`config.mk`:
```
export PLATFORM = sky130hd
export DESIGN_NAME = seg7_scan_ctrl
export DESIGN_NICKNAME = d
export VERILOG_FILES = /design/src/rtl/seg7_scan_ctrl.sv
export SDC_FILE = /design/constraint.sdc
export NUM_CORES = 1
export LEC_CHECK = 0
export BUFFER_PORTS_ARGS = -buffer_cell sky130_fd_sc_hd__buf_2
export CORE_MARGIN = 4
export CORE_UTILIZATION = 30
export CTS_CLUSTER_SIZE = 28
export DETAILED_ROUTE_END_ITERATION = 8
export PLACE_DENSITY = 0.56
export RECOVER_POWER = 100
export SYNTH_ARGS = -nofsm -noshare
export SYNTH_HDL_FRONTEND = slang
export SYNTH_SLANG_ARGS = --single-unit
```
`constraint.sdc`:
```
create_clock -name iClk -period 6.6 [get_ports iClk]
set_input_delay 0.99 -clock iClk [delete_from_list [all_inputs] [get_ports iClk]]
set_output_delay 0.99 -clock iClk [all_outputs]
set_load 0.05 [all_outputs]
```
`src/rtl/seg7_scan_ctrl.sv`:
```
// seg7_scan_ctrl: time-multiplexed scan controller for a common-anode
// multi-digit 7-segment display with one shared BCD decoder.
//
// Each digit slot is DIV cycles long. The first GUARD cycles are blank, with
// all anodes high. The remaining cycles drive the digit's anode low, unless the
// nibble is not a BCD digit (>9) or the digit is a suppressed leading zero.
//
// New values are double-buffered in a shadow register. They are committed to
// the display register on the last cycle of a frame, so a frame never mixes
// old and new digits.
//
// Optional build macro:
//   SEG7_LZB_EN - leading-zero blanking. Digits above the most significant
//                 nonzero digit stay dark. Digit 0 is always shown.
module seg7_scan_ctrl #(
  parameter int DIGITS = 4,
  parameter int DIV    = 50000,
  parameter int GUARD  = 16
) (
  input  logic                  iClk,
  input  logic                  iRst_n,
  input  logic                  iEn,
  input  logic [4*DIGITS-1:0]   iValue,
  input  logic                  iLoad,
  output logic                  oPending,
  output logic [3:0]            oNibble,
  output logic [DIGITS-1:0]     oAn,
  output logic                  oFrame
);

  localparam int CW = (DIV > 1) ? $clog2(DIV) : 1;
  localparam int IW = (DIGITS > 1) ? $clog2(DIGITS) : 1;

  localparam logic [1:0] ST_IDLE  = 2'd0;
  localparam logic [1:0] ST_GUARD = 2'd1;
  localparam logic [1:0] ST_SHOW  = 2'd2;

  localparam logic [CW-1:0] CNT_ZERO  = {CW{1'b0}};
  localparam logic [CW-1:0] CNT_ONE   = CW'(1);
  localparam logic [CW-1:0] CNT_GLAST = CW'(GUARD - 1);
  localparam logic [CW-1:0] CNT_LAST  = CW'(DIV - 1);
  localparam logic [IW-1:0] IDX_ZERO  = {IW{1'b0}};
  localparam logic [IW-1:0] IDX_ONE   = IW'(1);
  localparam logic [IW-1:0] IDX_LAST  = IW'(DIGITS - 1);

  // Select the BCD nibble of digit k from a packed multi-digit value.
  function automatic logic [3:0] digit_of(input logic [4*DIGITS-1:0] v,
                                          input logic [IW-1:0] k);
    return v[4*int'(k) +: 4];
  endfunction

`ifdef SEG7_LZB_EN
  // Index of the most significant nonzero digit. Returns 0 when the value is all zero.
  function automatic logic [IW-1:0] lead_idx(input logic [4*DIGITS-1:0] v);
    logic [IW-1:0] r;
    r = IDX_ZERO;
    for (int k = 0; k < DIGITS; k++) begin
      if (v[4*k +: 4] != 4'd0) begin
        r = IW'(k);
      end else begin
        r = r;
      end
    end
    return r;
  endfunction
`endif

  logic [1:0]             state_q, state_d;
  logic [IW-1:0]          idx_q, idx_d;
  logic [CW-1:0]          cnt_q, cnt_d;
  logic [4*DIGITS-1:0]    disp_q, disp_d;
  logic [4*DIGITS-1:0]    shadow_q, shadow_d;
  logic                   pend_q, pend_d;
  logic [3:0]             nib_q, nib_d;
  logic [DIGITS-1:0]      an_q, an_d;
  logic                   frame_q, frame_d;
  logic                   frame_now_s;
  logic                   lzb_ok_s;
  logic                   show_s;

  // Scan sequencer: idle, then guard and show phases for each digit slot.
  always_comb begin
    state_d = state_q;
    idx_d   = idx_q;
    cnt_d   = cnt_q;
    if (!iEn) begin
      state_d = ST_IDLE;
      idx_d   = IDX_ZERO;
      cnt_d   = CNT_ZERO;
    end else begin
      case (state_q)
        ST_IDLE: begin
          state_d = ST_GUARD;
          idx_d   = IDX_ZERO;
          cnt_d   = CNT_ZERO;
        end
        ST_GUARD: begin
          cnt_d = cnt_q + CNT_ONE;
          if (cnt_q == CNT_GLAST) begin
            state_d = ST_SHOW;
          end else begin
            state_d = ST_GUARD;
          end
        end
        ST_SHOW: begin
          if (cnt_q == CNT_LAST) begin
            cnt_d   = CNT_ZERO;
            state_d = ST_GUARD;
            if (idx_q == IDX_LAST) begin
              idx_d = IDX_ZERO;
            end else begin
              idx_d = idx_q + IDX_ONE;
            end
          end else begin
            cnt_d = cnt_q + CNT_ONE;
          end
        end
        default: begin
          state_d = ST_IDLE;
          idx_d   = IDX_ZERO;
          cnt_d   = CNT_ZERO;
        end
      endcase
    end
  end

  // Load handshake. An idle display or a frame-boundary load writes straight
  // through. Any other load parks the value in the shadow until the boundary.
  always_comb begin
    disp_d      = disp_q;
    shadow_d    = shadow_q;
    pend_d      = pend_q;
    frame_now_s = (state_q == ST_SHOW) && (idx_q == IDX_LAST) && (cnt_q == CNT_LAST);
    if (iLoad) begin
      if (state_q == ST_IDLE) begin
        disp_d = iValue;
        pend_d = 1'b0;
      end else if (frame_now_s) begin
        disp_d = iValue;
        pend_d = 1'b0;
      end else begin
        shadow_d = iValue;
        pend_d   = 1'b1;
      end
    end else if (frame_now_s && pend_q) begin
      disp_d = shadow_q;
      pend_d = 1'b0;
    end else begin
      disp_d = disp_q;
    end
  end

  // Output decode from next-state values, so the registered outputs line up with the state.
  always_comb begin
    nib_d = digit_of(disp_d, idx_d);
`ifdef SEG7_LZB_EN
    lzb_ok_s = (idx_d <= lead_idx(disp_d));
`else
    lzb_ok_s = 1'b1;
`endif
    show_s = (state_d == ST_SHOW) && (nib_d <= 4'd9) && lzb_ok_s;
    an_d   = {DIGITS{1'b1}};
    for (int k = 0; k < DIGITS; k++) begin
      if (show_s && (idx_d == IW'(k))) begin
        an_d[k] = 1'b0;
      end else begin
        an_d[k] = 1'b1;
      end
    end
    frame_d = (state_d == ST_SHOW) && (idx_d == IDX_LAST) && (cnt_d == CNT_LAST);
  end

  // State, buffer and output registers.
  always_ff @(posedge iClk or negedge iRst_n) begin
    if (!iRst_n) begin
      state_q  <= ST_IDLE;
      idx_q    <= IDX_ZERO;
      cnt_q    <= CNT_ZERO;
      disp_q   <= {(4*DIGITS){1'b0}};
      shadow_q <= {(4*DIGITS){1'b0}};
      pend_q   <= 1'b0;
      nib_q    <= 4'd0;
      an_q     <= {DIGITS{1'b1}};
      frame_q  <= 1'b0;
    end else begin
      state_q  <= state_d;
      idx_q    <= idx_d;
      cnt_q    <= cnt_d;
      disp_q   <= disp_d;
      shadow_q <= shadow_d;
      pend_q   <= pend_d;
      nib_q    <= nib_d;
      an_q     <= an_d;
      frame_q  <= frame_d;
    end
  end

  assign oPending = pend_q;
  assign oNibble  = nib_q;
  assign oAn      = an_q;
  assign oFrame   = frame_q;

endmodule
```
# Word level (Yosys, flattened, before mapping)
# Index checks and enable logic that the tools add are counted.
[op_classes]
addsub = 2
magnitude_cmp = 1
n_eq_ne = 10
n_shift = 1
muxes = 23
bitwise_logic = 2
n_reduce_logical = 14
[op_table]
columns = ["op", "n"]
rows = [
  ["two-way mux 16 bit", 6],
  ["== test 16 bit (second input constant)", 2],
  ["one-hot mux 16 bit (2 select lines)", 1],
  ["adder 16 x 1 -> 16 bit (second input constant)", 1],
  ["== test 16 x 4 -> 1 bit (second input constant)", 1],
  ["variable part select 16 x 5 -> 4 bit", 1],
  ["two-way mux 2 bit", 6],
  ["== test 2 bit (second input constant)", 5],
  ["logical AND 1 bit", 10],
  ["two-way mux 1 bit", 8],
  ["one-hot mux 2 bit (3 select lines)", 1],
  ["== test 2 x 1 -> 1 bit (second input constant)", 2],
  ["<= comparator 4 bit (second input constant)", 1],
  ["zero test 2 bit", 2],
  ["one-hot mux 2 bit (2 select lines)", 1],
  ["AND reduction 3 bit", 1],
  ["adder 2 x 1 -> 2 bit (second input constant)", 1],
  ["NOT 1 bit", 2],
  ["nonzero test 2 bit", 1],
]
[word_totals]
reg_bits = 62
in_bits = 20
output_inout_bits = 10
elab_cells = 62

# Longest topological paths before layout
[logic_depth]
word_depth = 11
depth_mapped = 12
ltp_nobuf = 11

# Least setup slack after synthesis
# OpenSTA, ideal clock, no wires.
[synth_timing]
path_kind = "register to register"
startpoint = "reg cnt_q[4]"
endpoint = "reg an_q[0], in the netlist oAn[0]"
setup_ns = 0.082
t_arrival_ns = 2.835
required_time_ns = 6.518
setup_slack_ns = 3.683
stages_incl_launch_ff = 11
n_path_buf = 1
period_less_slack_ns = 2.917
path_cell_list = "dfrtp_1 or4_4 nor2_1 and4_1 buf_2 mux2_2 o211a_1 mux2_2 a21oi_1 a32oi_2 or2_1"
[synth_between]
elab_chain_len = 10
elab_cells_between_ends = 22
cone_classes = "order compare (1); eq/ne (3); shift (1); mux (12); reduce/logical (5)"
[synth_rtl]
columns = ["element", "line_no", "source"]
rows = [
  ["from (decl)", "70", "logic [CW-1:0] cnt_q, cnt_d;"],
  ["from (signal assigned)", "188", "cnt_q <= cnt_d;"],
  ["== test 16 bit *", "133", "frame_now_s = (state_q == ST_SHOW) && (idx_q == IDX_LAST) && (cnt_q == CNT_LAST);"],
  ["logical AND 1 bit *", "133", ""],
  ["two-way mux 16 bit / logical AND 1 bit (equally long branches)", "138, 145", ""],
  ["two-way mux 16 bit, on equally long branches", "135, 145", ""],
  ["two-way mux 16 bit *", "134", "if (iLoad) begin"],
  ["via disp_d[13]", "71", "logic [4*DIGITS-1:0] disp_q, disp_d;"],
  ["variable part select 16 x 5 -> 4 bit *", "49", "return v[4*int'(k) +: 4];"],
  ["<= comparator 4 bit *", "161", "show_s = (state_d == ST_SHOW) && (nib_d <= 4'd9) && lzb_ok_s;"],
  ["logical AND 1 bit *", "161", ""],
  ["logical AND 1 bit *", "164", "if (show_s && (idx_d == IW'(k))) begin"],
  ["two-way mux 1 bit *", "164", ""],
  ["via an_d[0]", "75", "logic [DIGITS-1:0] an_q, an_d;"],
  ["to (signal assigned)", "183", "an_q <= {DIGITS{1'b1}};"],
  ["to (signal assigned)", "193", "an_q <= an_d;"],
  ["to (decl)", "75", ""],
]
# Mark *: on every way through the listed nets, which the timed path passes. The rest lies on a longest branch.
# A chain may end at the register's enable or synchronous reset.

# Worst setup path in the final report
[layout_timing]
startpoint = "reg cnt_q[4]"
endpoint = "reg an_q[1], in the netlist oAn[1]"
[layout_between]
elab_cells_between_ends = 22
cone_classes = "order compare (1); eq/ne (4); shift (1); mux (12); reduce/logical (4)"
[layout_rtl]
columns = ["element", "line_no", "source"]
rows = [
  ["== test 16 bit *", "106", "if (cnt_q == CNT_LAST) begin"],
  ["two-way mux 2 bit *", "106", ""],
  ["one-hot mux 2 bit (2 select lines) *", "91", "case (state_q)"],
  ["two-way mux 2 bit *", "86", "if (!iEn) begin"],
  ["via idx_d[0]", "69", "logic [IW-1:0] idx_q, idx_d;"],
  ["variable part select 16 x 5 -> 4 bit", "49", ""],
  ["<= comparator 4 bit", "161", ""],
  ["logical AND 1 bit", "161", ""],
  ["logical AND 1 bit *", "164", ""],
  ["two-way mux 1 bit *", "164", ""],
  ["via an_d[1]", "75", ""],
]
# Marked as above.

==> metrics <==
part of the power in combinational logic=between 10 and 15%; Port Buffers=29; share of total power in the clock network=about a third; total of cells resized after clock tree synthesis=0; setup repair after global routing missed its margin=false; EDFF count, synth=0; CTS H-Tree Depth=3; Post-layout nets=between 300 and 400; number of setup violations in the final report=0; Avg Cell Area, Syn=slightly above 10 um2; crit path launch type=flop; TritonCTS Sinks=62; WL/cell=between 15 and 20 um; hold violation total from the final report=0; power per cell area=approximately 230 nW/um2; number of inserted filler cells in the final layout=1100; Max Clock Skew=between 8 and 9 ps; net switching power=~240 uW; length of the first detailed-routing pass in iterations=4; post-synthesis cell count=around 330; most used flip-flop cell after synthesis=sky130_fd_sc_hd__dfrtp_1; row count=38; outcome=complete, but fails checks; most numerous cell types in the synthesized netlist=sky130_fd_sc_hd__dfrtp_1 (58), sky130_fd_sc_hd__nor2_1 (33), sky130_fd_sc_hd__nand2_1 (24); Crit Path Max Fanout=12; data arrival time at the worst-slack endpoint=between 4000 and 5000 ps; number of top-level pins=30; layout cells sized above 1=17.6%; Final TNS setup=0 ps; die height=about 110 um; share of synthesized registers carrying an async set or reset=100%; core outline area=10800 um2; count of cell types in the netlist=between 50 and 60; number of max-capacitance violations reported=2; CTS clock-pin slew for the worst setup and hold paths=70 ps; relative contribution of sequential cells to total power=between 50% and 60%; Remaining Overflow, GRT=0; Overall Global Routing Usage=13.1%; post-synth top area share=roughly 44%; switching part of the total power=28.4%; critical setup path kind=flop to flop; maximum buffer depth of the clock tree=2; via count of the first global-routing pass=approximately 2600; CTS root buf=sky130_fd_sc_hd__clkbuf_8; dpl hpwl=5.68 mm; Ant. Diodes=0; total DRC errors in the routed layout=0; data required time of the critical path=roughly 6900 ps; Rel. slew slack=-120%; vias per cell=4.98; GPL Wtd Cong=roughly 0.84; final period utilization=roughly 70%; TritonCTS buffer count=9; largest cells by area after synthesis=sky130_fd_sc_hd__dfrtp_1 (44%), sky130_fd_sc_hd__mux2_2 (7.2%), sky130_fd_sc_hd__mux2i_1 (4.6%); sequential area share after synthesis=a little under half; number of antenna violations at the first check in global routing=0; number of antenna-violating nets in the routed design=0; pin count of the biggest net entering global routing=63; clock tree from TritonCTS=built; number of buffers inserted to repair setup after CTS=0; fin crit period=4600 ps; initial cell density of the core=between 30% and 40%; post-synthesis register bit count=62; violations in the final reports=max-capacitance violations, max-slew violations; Yosys top cell by area=sky130_fd_sc_hd__dfrtp_1; count of yosys warnings during synthesis=0; Cell Area, Synth=roughly 3300 um2; max-slew violation total from the final report=76; peak clock frequency supported by timing=217 MHz; area of the die=about 13000 um2; total vias in the final route=about 2500; global-route wire length before repair=~13 mm; number of DRC markers after the initial detailed-route iteration=approximately 130; net count after synthesis=between 300 and 400; Layout Area Growth over Synthesis=11.1%; worst ir drop on vdd=99.7 uV; P_leak=approximately 0.0015 uW; design internal power=a little over 600 uW; slew at the pin closest to its max-slew limit=roughly 3300 ps; total wire length after detailed routing=between 7 and 8 mm; source-to-sink clock delay at the later pin of the worst-skew pair=between 300 and 400 ps; most frequent cell after synthesis=sky130_fd_sc_hd__dfrtp_1; hold_buf cts=0; worst hold path type=flop to flop; Crit. End Element=flop; overall die width=113 um; placed instance count=between 400 and 500; Post-Layout Cell Count=498
==> placed cells by master, fill, tap and decap left out, types with 2 or more instances in the layout <==
master,n
sky130_fd_sc_hd__nor2_1,33
sky130_fd_sc_hd__mux2i_1,15
sky130_fd_sc_hd__clkbuf_8,10
sky130_fd_sc_hd__and2_1,6
sky130_fd_sc_hd__xnor2_1,8
sky130_fd_sc_hd__nand3_1,16
sky130_fd_sc_hd__and3_1,10
sky130_fd_sc_hd__nand2b_1,3
sky130_fd_sc_hd__a21oi_1,14
sky130_fd_sc_hd__ha_1,6
sky130_fd_sc_hd__and4_1,3
sky130_fd_sc_hd__nand2_1,24
sky130_fd_sc_hd__xor2_1,6
sky130_fd_sc_hd__clkbuf_1,14
sky130_fd_sc_hd__mux2_2,21
sky130_fd_sc_hd__inv_1,10
sky130_fd_sc_hd__clkinv_2,3
sky130_fd_sc_hd__nor4_1,4
sky130_fd_sc_hd__buf_2,19
sky130_fd_sc_hd__dfrtp_1,58
sky130_fd_sc_hd__nand4_1,5
sky130_fd_sc_hd__dfstp_2,4
sky130_fd_sc_hd__o22ai_1,2
sky130_fd_sc_hd__or3_1,3
sky130_fd_sc_hd__nor2b_1,4
sky130_fd_sc_hd__a221oi_1,3
sky130_fd_sc_hd__nor3_1,19
sky130_fd_sc_hd__a21o_1,2
sky130_fd_sc_hd__o21ai_0,12
sky130_fd_sc_hd__a211oi_1,2
==> final timing paths <==
kind | startpoint | endpoint | slack [ps] | cells after the start
max reg2reg | cnt_q[4] | oAn[1] | 2000 | 9
max | cnt_q[4] | oAn[1] | 2000 | 9
max in group asynchronous | iRst_n | shadow_q[13] | 2860 | 2
min reg2reg | cnt_q[0] | cnt_q[0] | 490 | 1
min in group asynchronous | iRst_n | shadow_q[3] | 1850 | 2
min | cnt_q[0] | cnt_q[0] | 490 | 1
==> flip-flops by register name, indices dropped and copies added (netlist names) <==
name	cells
oAn	4
oPending	1
oNibble	4
state_q	2
cnt_q	16
oFrame	1
shadow_q	16
disp_q	16
idx_q	2
==> through the flow <==
step           area [um2]  util (%)  hold WS (ps)  total power (uW)  setup slack (ps)
2_1_floorplan        3300         -           448               535              3680
3_3_place_gp         3550      32.9           477               577              3200
3_5_place_dp         3550      32.9           477               579              3100
4_1_cts              3720      34.5           487               872              3100
5_1_grt              3660      33.9           519               907              1540
6_report             3660      33.9           487               859              2000
==> cells by family after synthesis <==
kind of cell | after synthesis | share of synthesized area, %
compound gates | 47 | 10.2
mux | 36 | 11.7
buf+inv | 24 | 3.61
fa+ha+maj | 6 | 2.28
xor+xnor | 14 | 3.72
simple gates | 136 | 21.3
flops | 62 | 47.2
==> per-layer routing <==
| layer | vias to the layer above | GRT usage, % | routed length, um |
|---|---|---|---|
| met5 | - | 0 | 0 |
| met4 | 0 | 3.85 | 97 |
| met3 | 8 | 2.78 | 263 |
| met2 | 43 | 19.2 | 3380 |
| met1 | 1212 | 19.5 | 4140 |
| li1 | 1217 | - | - |
==> power groups by stage <==
stage               sequential, uW  clock [uW]  combinational, uW
detailed placement             448           0                130
finish                         442         291                126
global placement               447           0                129
floorplan                      457           0               77.2
CTS                            442         300                131
global route                   446         320                141
==> critical path, cell delays in order (launching register included) <==
cell and delay, ps:
sky130_fd_sc_hd__dfrtp_1 440, sky130_fd_sc_hd__or4_1 560, sky130_fd_sc_hd__nor4_1 1570, sky130_fd_sc_hd__o21ai_0 440, sky130_fd_sc_hd__a2bb2oi_2 450, sky130_fd_sc_hd__nor2_1 150, sky130_fd_sc_hd__a32o_1 260, sky130_fd_sc_hd__a221oi_2 220
sky130_fd_sc_hd__a32oi_1 180, sky130_fd_sc_hd__or2_0 240
==> final cells by class <==
type,count,area [um2],area share [%]
clock buffers,12,145,3.96
multi-input cells,239,1590,43.3
inverters,10,37.5,1.02
flip-flops and latches,62,1560,42.5
well taps,140,175,4.78
repair buffers,31,140,3.83
clock inverters,4,22.5,0.615
No activity file was read; power rests on OpenSTA's default activity.
